**src/rtl/seq_srl8.sv**
```systemverilog
// seq_srl8: iterative right shifter, one bit per clock, start/busy/done handshake.
// Optional arithmetic fill is enabled by defining SEQ_SRL8_SRA_EN.
module seq_srl8 #(
    parameter int WIDTH = 8
) (
    input  logic             clk,
    input  logic             rst,
    input  logic             start,
    input  logic [WIDTH-1:0] A,
    input  logic [WIDTH-1:0] B,
    input  logic             arith,
    output logic             busy,
    output logic             done,
    output logic [WIDTH-1:0] C
);

    localparam int CW = $clog2(WIDTH + 1);
    localparam logic [CW-1:0]    CNT_MAX = CW'(WIDTH);
    localparam logic [WIDTH-1:0] B_SAT   = WIDTH'(WIDTH);

    typedef enum logic [1:0] {
        S_IDLE  = 2'd0,
        S_SHIFT = 2'd1,
        S_DONE  = 2'd2
    } state_t;

    state_t           r_state;
    state_t           w_state_nxt;
    logic [WIDTH-1:0] r_sreg;
    logic [WIDTH-1:0] w_sreg_nxt;
    logic [CW-1:0]    r_cnt;
    logic [CW-1:0]    w_cnt_nxt;
    logic [CW-1:0]    w_cnt_load;
    logic             r_busy;
    logic             w_busy_nxt;
    logic             r_done;
    logic             w_done_nxt;
    logic [WIDTH-1:0] r_c;
    logic [WIDTH-1:0] w_c_nxt;
    logic             w_accept;
    logic             w_fill;

    assign w_accept = (r_state == S_IDLE) && start;

    // Amounts at or beyond the data width collapse to a full-width shift.
    assign w_cnt_load = (B >= B_SAT) ? CNT_MAX : B[CW-1:0];

`ifdef SEQ_SRL8_SRA_EN
    logic r_mode;

    // Shift mode is captured alongside the operands.
    always_ff @(posedge clk) begin
        if (!rst) begin
            r_mode <= 1'b0;
        end else if (w_accept) begin
            r_mode <= arith;
        end else begin
            r_mode <= r_mode;
        end
    end

    assign w_fill = r_mode & r_sreg[WIDTH-1];
`else
    logic w_arith_unused;

    assign w_arith_unused = arith;
    assign w_fill         = 1'b0;
`endif

    // State register.
    always_ff @(posedge clk) begin
        if (!rst) begin
            r_state <= S_IDLE;
        end else begin
            r_state <= w_state_nxt;
        end
    end

    // Next-state and next-datapath decode.
    always_comb begin
        w_state_nxt = r_state;
        w_sreg_nxt  = r_sreg;
        w_cnt_nxt   = r_cnt;
        w_busy_nxt  = r_busy;
        w_done_nxt  = 1'b0;
        w_c_nxt     = r_c;
        case (r_state)
            S_IDLE: begin
                if (start) begin
                    w_sreg_nxt  = A;
                    w_cnt_nxt   = w_cnt_load;
                    w_busy_nxt  = 1'b1;
                    w_state_nxt = S_SHIFT;
                end else begin
                    w_busy_nxt  = 1'b0;
                    w_state_nxt = S_IDLE;
                end
            end
            S_SHIFT: begin
                if (r_cnt != {CW{1'b0}}) begin
                    w_sreg_nxt = {w_fill, r_sreg[WIDTH-1:1]};
                    w_cnt_nxt  = r_cnt - CW'(1);
                end else begin
                    w_c_nxt     = r_sreg;
                    w_done_nxt  = 1'b1;
                    w_busy_nxt  = 1'b0;
                    w_state_nxt = S_DONE;
                end
            end
            S_DONE: begin
                w_busy_nxt  = 1'b0;
                w_state_nxt = S_IDLE;
            end
            default: begin
                w_busy_nxt  = 1'b0;
                w_state_nxt = S_IDLE;
            end
        endcase
    end

    // Datapath and output registers; reset discards any in-flight work.
    always_ff @(posedge clk) begin
        if (!rst) begin
            r_sreg <= {WIDTH{1'b0}};
            r_cnt  <= {CW{1'b0}};
            r_busy <= 1'b0;
            r_done <= 1'b0;
            r_c    <= {WIDTH{1'b0}};
        end else begin
            r_sreg <= w_sreg_nxt;
            r_cnt  <= w_cnt_nxt;
            r_busy <= w_busy_nxt;
            r_done <= w_done_nxt;
            r_c    <= w_c_nxt;
        end
    end

    assign busy = r_busy;
    assign done = r_done;
    assign C    = r_c;

endmodule

```
**config.mk**
```make
export PLATFORM = sky130hd
export DESIGN_NAME = seq_srl8
export DESIGN_NICKNAME = d
export VERILOG_FILES = /design/src/rtl/seq_srl8.sv
export SDC_FILE = /design/constraint.sdc
export NUM_CORES = 1
export LEC_CHECK = 0
export CORE_MARGIN = 3
export CORE_UTILIZATION = 35
export DETAILED_ROUTE_END_ITERATION = 16
export SYNTH_ARGS = -nofsm -noshare
export SYNTH_HDL_FRONTEND = slang
export SYNTH_SLANG_ARGS = --single-unit
```
**constraint.sdc**
```tcl
create_clock -name clk -period 2.2 [get_ports clk]
set_clock_uncertainty 0.2 [all_clocks]
set_input_delay 0.33 -clock clk [delete_from_list [all_inputs] [get_ports clk]]
set_output_delay 0.33 -clock clk [all_outputs]
set_load 0.1 [all_outputs]
```
==> impl_metrics.json, run 1 <==
{
  "syn_inst": 122,
  "final_area_sq_um": 1500,
  "place_congestion": 0.762,
  "grt_pass1_vias": 988,
  "overflow": 0,
  "drive_gt1_share_pct": 20.7,
  "synth_area_sq_um": 1170,
  "worstMarginPinSlew_ps": 592,
  "nNetsFinal": 173,
  "synth_commonest_cells": "24 x dfxtp_1, 18 x a21oi_1, 9 x nand3_1",
  "worst_setup_path_start_kind": "flip-flop",
  "post_drt_wl_per_cell_um": 14.5,
  "diodes": 0,
  "synth_edf_count": 0,
  "hold_buffers": 0,
  "cts_htree_levels": 1,
  "post-place-ws_ps": 232,
  "hold_path_class": "flip-flop to flip-flop",
  "ys_warn_count": 0,
  "timing.fmax_ghz": 0.542,
  "drtIter0Drc": 19,
  "seq_area_frac_synth_pct": 41.0,
  "core_sq_um": 3130,
  "dpl_cell_area_sq_um": 1460,
  "seqCellArea_sq_um": 480,
  "route.final.wire_length_um": 2810,
  "crit_chain": "inv_1, ha_1, nand4bb_1, and2_1, a311oi_2",
  "fillers": 315,
  "syn2layout_area_growth_pct": 27.9,
  "slew_violations": 0,
  "avgSynthCellArea_sq_um": 9.61,
  "crit_fanout": 9,
  "finalCritPeriodShare_pct": 83.8,
  "worstPathRequired_ps": 2190,
  "critPathKind": "flip-flop to flip-flop",
  "io_buffers": 28,
  "insertion_delay_ps": 330,
  "synth.most_common_cell": "dfxtp_1",
  "ys_seq_elements": 24,
  "outcome": "completed",
  "multiInputGateArea_sq_um": 623,
  "viasPerCell": 5.32,
  "cts_tree": "yes",
  "ant_nets": 0,
  "fin_setup_tns_ps": 0,
  "cp.arrival_ps": 1830,
  "cts_root_buf": "clkbuf_4",
  "async_reset_ff_share_pct": 0,
  "antenna_found_initial": 0,
  "grt_pass1_wl_um": 4570,
  "totalPowerFinal_mw": 1.31,
  "die_y_um": 63.9,
  "ctsResizeCount": 0,
  "rows": 20,
  "syn-num-nets": 144,
  "slowest_delay_ps": 470,
  "synth_ff_type": "dfxtp_1",
  "slew_headroom_pct": 60.4,
  "finalNonFillerCells": 194,
  "cts.sinks": 24,
  "finalSetupViolCount": 0,
  "yosys.area.top_type": "dfxtp_1",
  "powerDensity_nw_per_um2": 873,
  "grt_max_degree": 20,
  "vias": 1033,
  "dr.pass1.iters": 4,
  "hold_viol": 0,
  "gr-usage-all-layers_pct": 14.1,
  "rsz0062_at_grt": "no",
  "crit_family": "simple AND/OR/NAND/NOR gates",
  "clkTransAtPathRegs_ps": 140,
  "dpl.hpwl_um": 2010,
  "post_cts_buffers": 0,
  "die_x_um": 63.9,
  "timing.max_cap.violations": 0,
  "ir_worst_vdd_uv": 324,
  "cp_slowest_cell": "and2_1",
  "cts-buffers-inserted": 3,
  "path_buf_inv": 1,
  "synth_top_cell_area_share_pct": 41.0,
  "p_leak_nw": 0.569,
  "start_util_pct": 37.5,
  "die_area_sq_um": 4080,
  "num_io_pins": 30,
  "end_kind": "flip-flop",
  "numPlacedInstances": 190,
  "drcViolationCount": 0,
  "yosys-top-cells-area": "dfxtp_1 41%, a211oi_2 8.5%, a21oi_1 7.7%",
  "setup_slack_ps": 356,
  "clockBufferDepth": 2,
  "period_minus_slack_ps": 1840,
  "synth_cell_types": 42
}
==> where the power goes <==
part / internal, mW / total (mW) / switching, mW
Clock: 0.101 / 0.243 / 0.142
Combinational: 0.193 / 0.513 / 0.320
Sequential: 0.495 / 0.552 / 0.0568
Total: 0.790 / 1.31 / 0.518
==> path summary, 6_finish.rpt <==
kind	cells after the start	from	end	slack, ps
min	2	C[7]	C[7]	290
max reg2reg	5	r_cnt[0]	r_cnt[1]	360
max	5	r_cnt[0]	r_cnt[1]	360
min reg2reg	2	C[7]	C[7]	290
==> sequential cells by signal (all words and copies together) (netlist names) <==
register  flops
r_cnt         4
done          1
busy          1
C             8
r_state       2
r_sreg        8
==> stage by stage <==
step / utilization (%) / hold WS (ps)
floorplan: - / 243
global placement: 46.8 / 252
detailed placement: 46.8 / 273
CTS: 47.9 / 291
global route: 47.9 / 308
finish: 47.9 / 288
==> routing by layer <==
layer,GRT usage [%],routed length (um),part of all wire (%)
met1,18.3,1370,49
met2,23.0,1300,46
met3,1.76,81,2.9
met5,0,0,0
met4,7.01,51,1.8
==> worst register-to-register path: stages, from the launching register on <==
cell       delay (ps)
dfxtp_1           430
inv_1              90
ha_1              230
nand4bb_1         120
and2_1            470
a311oi_2          170
==> layout by cell type (no fill, tap or decap), drive strengths merged, types with 2 or more instances in the layout <==
| master | count |
|---|---|
| nor2 | 2 |
| buf | 14 |
| nor4 | 2 |
| nor3b | 2 |
| mux2i | 7 |
| clkdlybuf4s50 | 18 |
| a211oi | 9 |
| inv | 4 |
| nand2b | 2 |
| dfxtp | 24 |
| nor2b | 2 |
| ha | 2 |
| a21oi | 18 |
| nand3 | 9 |
| nor3 | 3 |
| o21ai | 9 |
| clkbuf | 4 |
==> final cells by class <==
cell class,instances,share of cell area [%]
multi-input combinational,85,41.6
timing repair buffer,32,19.0
tap,44,3.67
sequential,24,32.1
clock buffer,4,2.42
inverter,5,1.25
==> cell families after synthesis <==
| logic type | Yosys count | synth area share, % |
|---|---|---|
| compound gates | 46 | 28.4 |
| fa+ha+maj | 2 | 2.13 |
| buf+inv | 13 | 5.87 |
| flops | 24 | 41.0 |
| mux | 7 | 5.98 |
| simple gates | 30 | 16.6 |
Power figures use the tool's default switching activity.
==> inputs of run 2 (changes only) <==
- clock period: 2.2 -> 1.7 ns (I/O delays scaled with it)
==> run 2 against run 1 <==
Cell area is 13% higher. Critical path depth is 1 higher. Global-route usage is 0.94 points higher. Via count is 3.8% higher. Combinational power is 45% higher. Wire length is 2.8% higher. Sequential share of layout area is 3.6 points lower. First-iteration DRC count is 120% higher. Hold slack worse by 16 ps. Non-clock buffer count is 6 higher. Critical endpoint is now r_sreg[7]. Largest cell class unchanged. Highest routed layer unchanged.
==> impl_metrics.json, run 2 (synthesis results as in run 1) <==
{
  "timing.fmax_ghz": 0.622,
  "grt_pass1_vias": 1045,
  "rsz0062_at_grt": "no",
  "slew_violations": 0,
  "critPathKind": "flip-flop to flip-flop",
  "rows": 20,
  "period_minus_slack_ps": 1610,
  "place_congestion": 0.842,
  "slowest_delay_ps": 360,
  "seq_power_share_pct": 38.4,
  "nNetsFinal": 179,
  "crit_chain": "inv_1, ha_2, nand4bb_1, buf_4, and4_1, o21a_1",
  "sw_frac_of_total_pct": 36.1,
  "crit_family": "flip-flops",
  "timing.max_cap.violations": 0,
  "start_util_pct": 37.5,
  "drtIter0Drc": 42,
  "grt_use_met3_pct": 2.28,
  "overflow": 0,
  "utilization_pct": 54.3,
  "dr.pass1.iters": 4,
  "layout_common_cells": "22 x dfxtp_1, 18 x a21oi_1, 18 x clkdlybuf4s50_1",
  "cp_slowest_cell": "dfxtp_2",
  "cp.arrival_ps": 1620,
  "worst_setup_path_start_kind": "flip-flop",
  "hold_buffers": 0,
  "vias": 1072,
  "cts_htree_levels": 1,
  "grt_max_degree": 16,
  "path_buf_inv": 2,
  "dpl.hpwl_um": 2140,
  "drive_gt1_share_pct": 26.3,
  "antenna_found_initial": 0,
  "busiest_layer": "met2",
  "die_x_um": 63.9,
  "slew_headroom_pct": 73.4,
  "cts.sinks": 24,
  "finalSetupViolCount": 0,
  "diodes": 0,
  "finalNonFillerCells": 200,
  "ctsResizeCount": 1,
  "drcViolationCount": 0,
  "numPlacedInstances": 196,
  "grt_pass1_wl_um": 4950,
  "syn2layout_area_growth_pct": 44.8,
  "internal-power_mw": 1.20,
  "num_io_pins": 30,
  "worstPathRequired_ps": 1720,
  "hold_viol": 0,
  "io_buffers": 28,
  "hold_path_class": "flip-flop to flip-flop",
  "met1_usage_pct": 19.5,
  "ant_nets": 0,
  "cts_tree": "yes",
  "mostFrequentLayoutCell": "dfxtp_1",
  "core_sq_um": 3130,
  "end_kind": "flip-flop",
  "combPwrFrac_pct": 39.7,
  "post_cts_buffers": 0,
  "die_y_um": 63.9,
  "p_sw_mw": 0.679,
  "cts_root_buf": "clkbuf_4",
  "powerDensity_nw_per_um2": 1110,
  "clkTransAtPathRegs_ps": 140,
  "p_clk_share_pct": 21.9,
  "clockBufferDepth": 2,
  "post_drt_wl_per_cell_um": 14.4,
  "insertion_delay_ps": 310,
  "gr-usage-all-layers_pct": 15.1,
  "die_area_sq_um": 4080,
  "route.final.wire_length_um": 2890,
  "crit_fanout": 13,
  "viasPerCell": 5.36,
  "p_leak_nw": 0.638,
  "cts-buffers-inserted": 3,
  "grt_use_met2_pct": 25.9,
  "ir_worst_vdd_uv": 488,
  "finalCritPeriodShare_pct": 94.6,
  "outcome": "completed",
  "worstMarginPinSlew_ps": 398
}
==> run 2: final timing paths <==
path	from	end	slack [ps]	depth (start not counted)
max	r_cnt[1]	r_sreg[7]	90	6
min	r_sreg[0]	C[0]	270	2
max reg2reg	r_cnt[1]	r_sreg[7]	90	6
min reg2reg	r_sreg[0]	C[0]	270	2
==> run 2: per-layer routing <==
metal | vias to the layer above | routed length (um)
li1 | 528 | -
met1 | 521 | 1310
met2 | 21 | 1440
met3 | 2 | 111
met4 | 0 | 21
met5 | - | 0
==> run 2: layout make-up <==
cell class	instances	area (sq um)
multi-input cells	85	633
clock buffers	3	22.5
fillers	309	1430
flip-flops and latches	24	483
repair buffers	38	455
inverters	5	18.8
clock inverters	1	30.0
well taps	44	55.1
==> run 2: power groups by stage <==
stage	combinational [mW]	sequential, mW	clock, mW
floorplan	0.408	0.824	0
global placement	0.716	0.727	0
detailed placement	0.739	0.731	0
CTS	0.741	0.719	0.420
global route	0.806	0.736	0.452
finish	0.746	0.723	0.412
==> run 2: per-stage QoR <==
step | TNS [ps] | setup slack, ps | hold WS [ps] | power, mW | area (sq um)
after floorplan | 0 | 85.6 | 172 | 1.23 | 1170
after global placement | -822 | -137 | 264 | 1.44 | 1630
after detailed placement | -1490 | -223 | 269 | 1.47 | 1630
after CTS | 0 | 40.2 | 282 | 1.88 | 1690
after global routing | 0 | 10.2 | 327 | 1.99 | 1700
final | 0 | 92.5 | 272 | 1.88 | 1700
==> run 2: worst min-delay path, delay by kind of cell, from the launching register on <==
kind	cells	cell delay, ps
flops	1	330
simple gates	1	70
compound gates	1	50
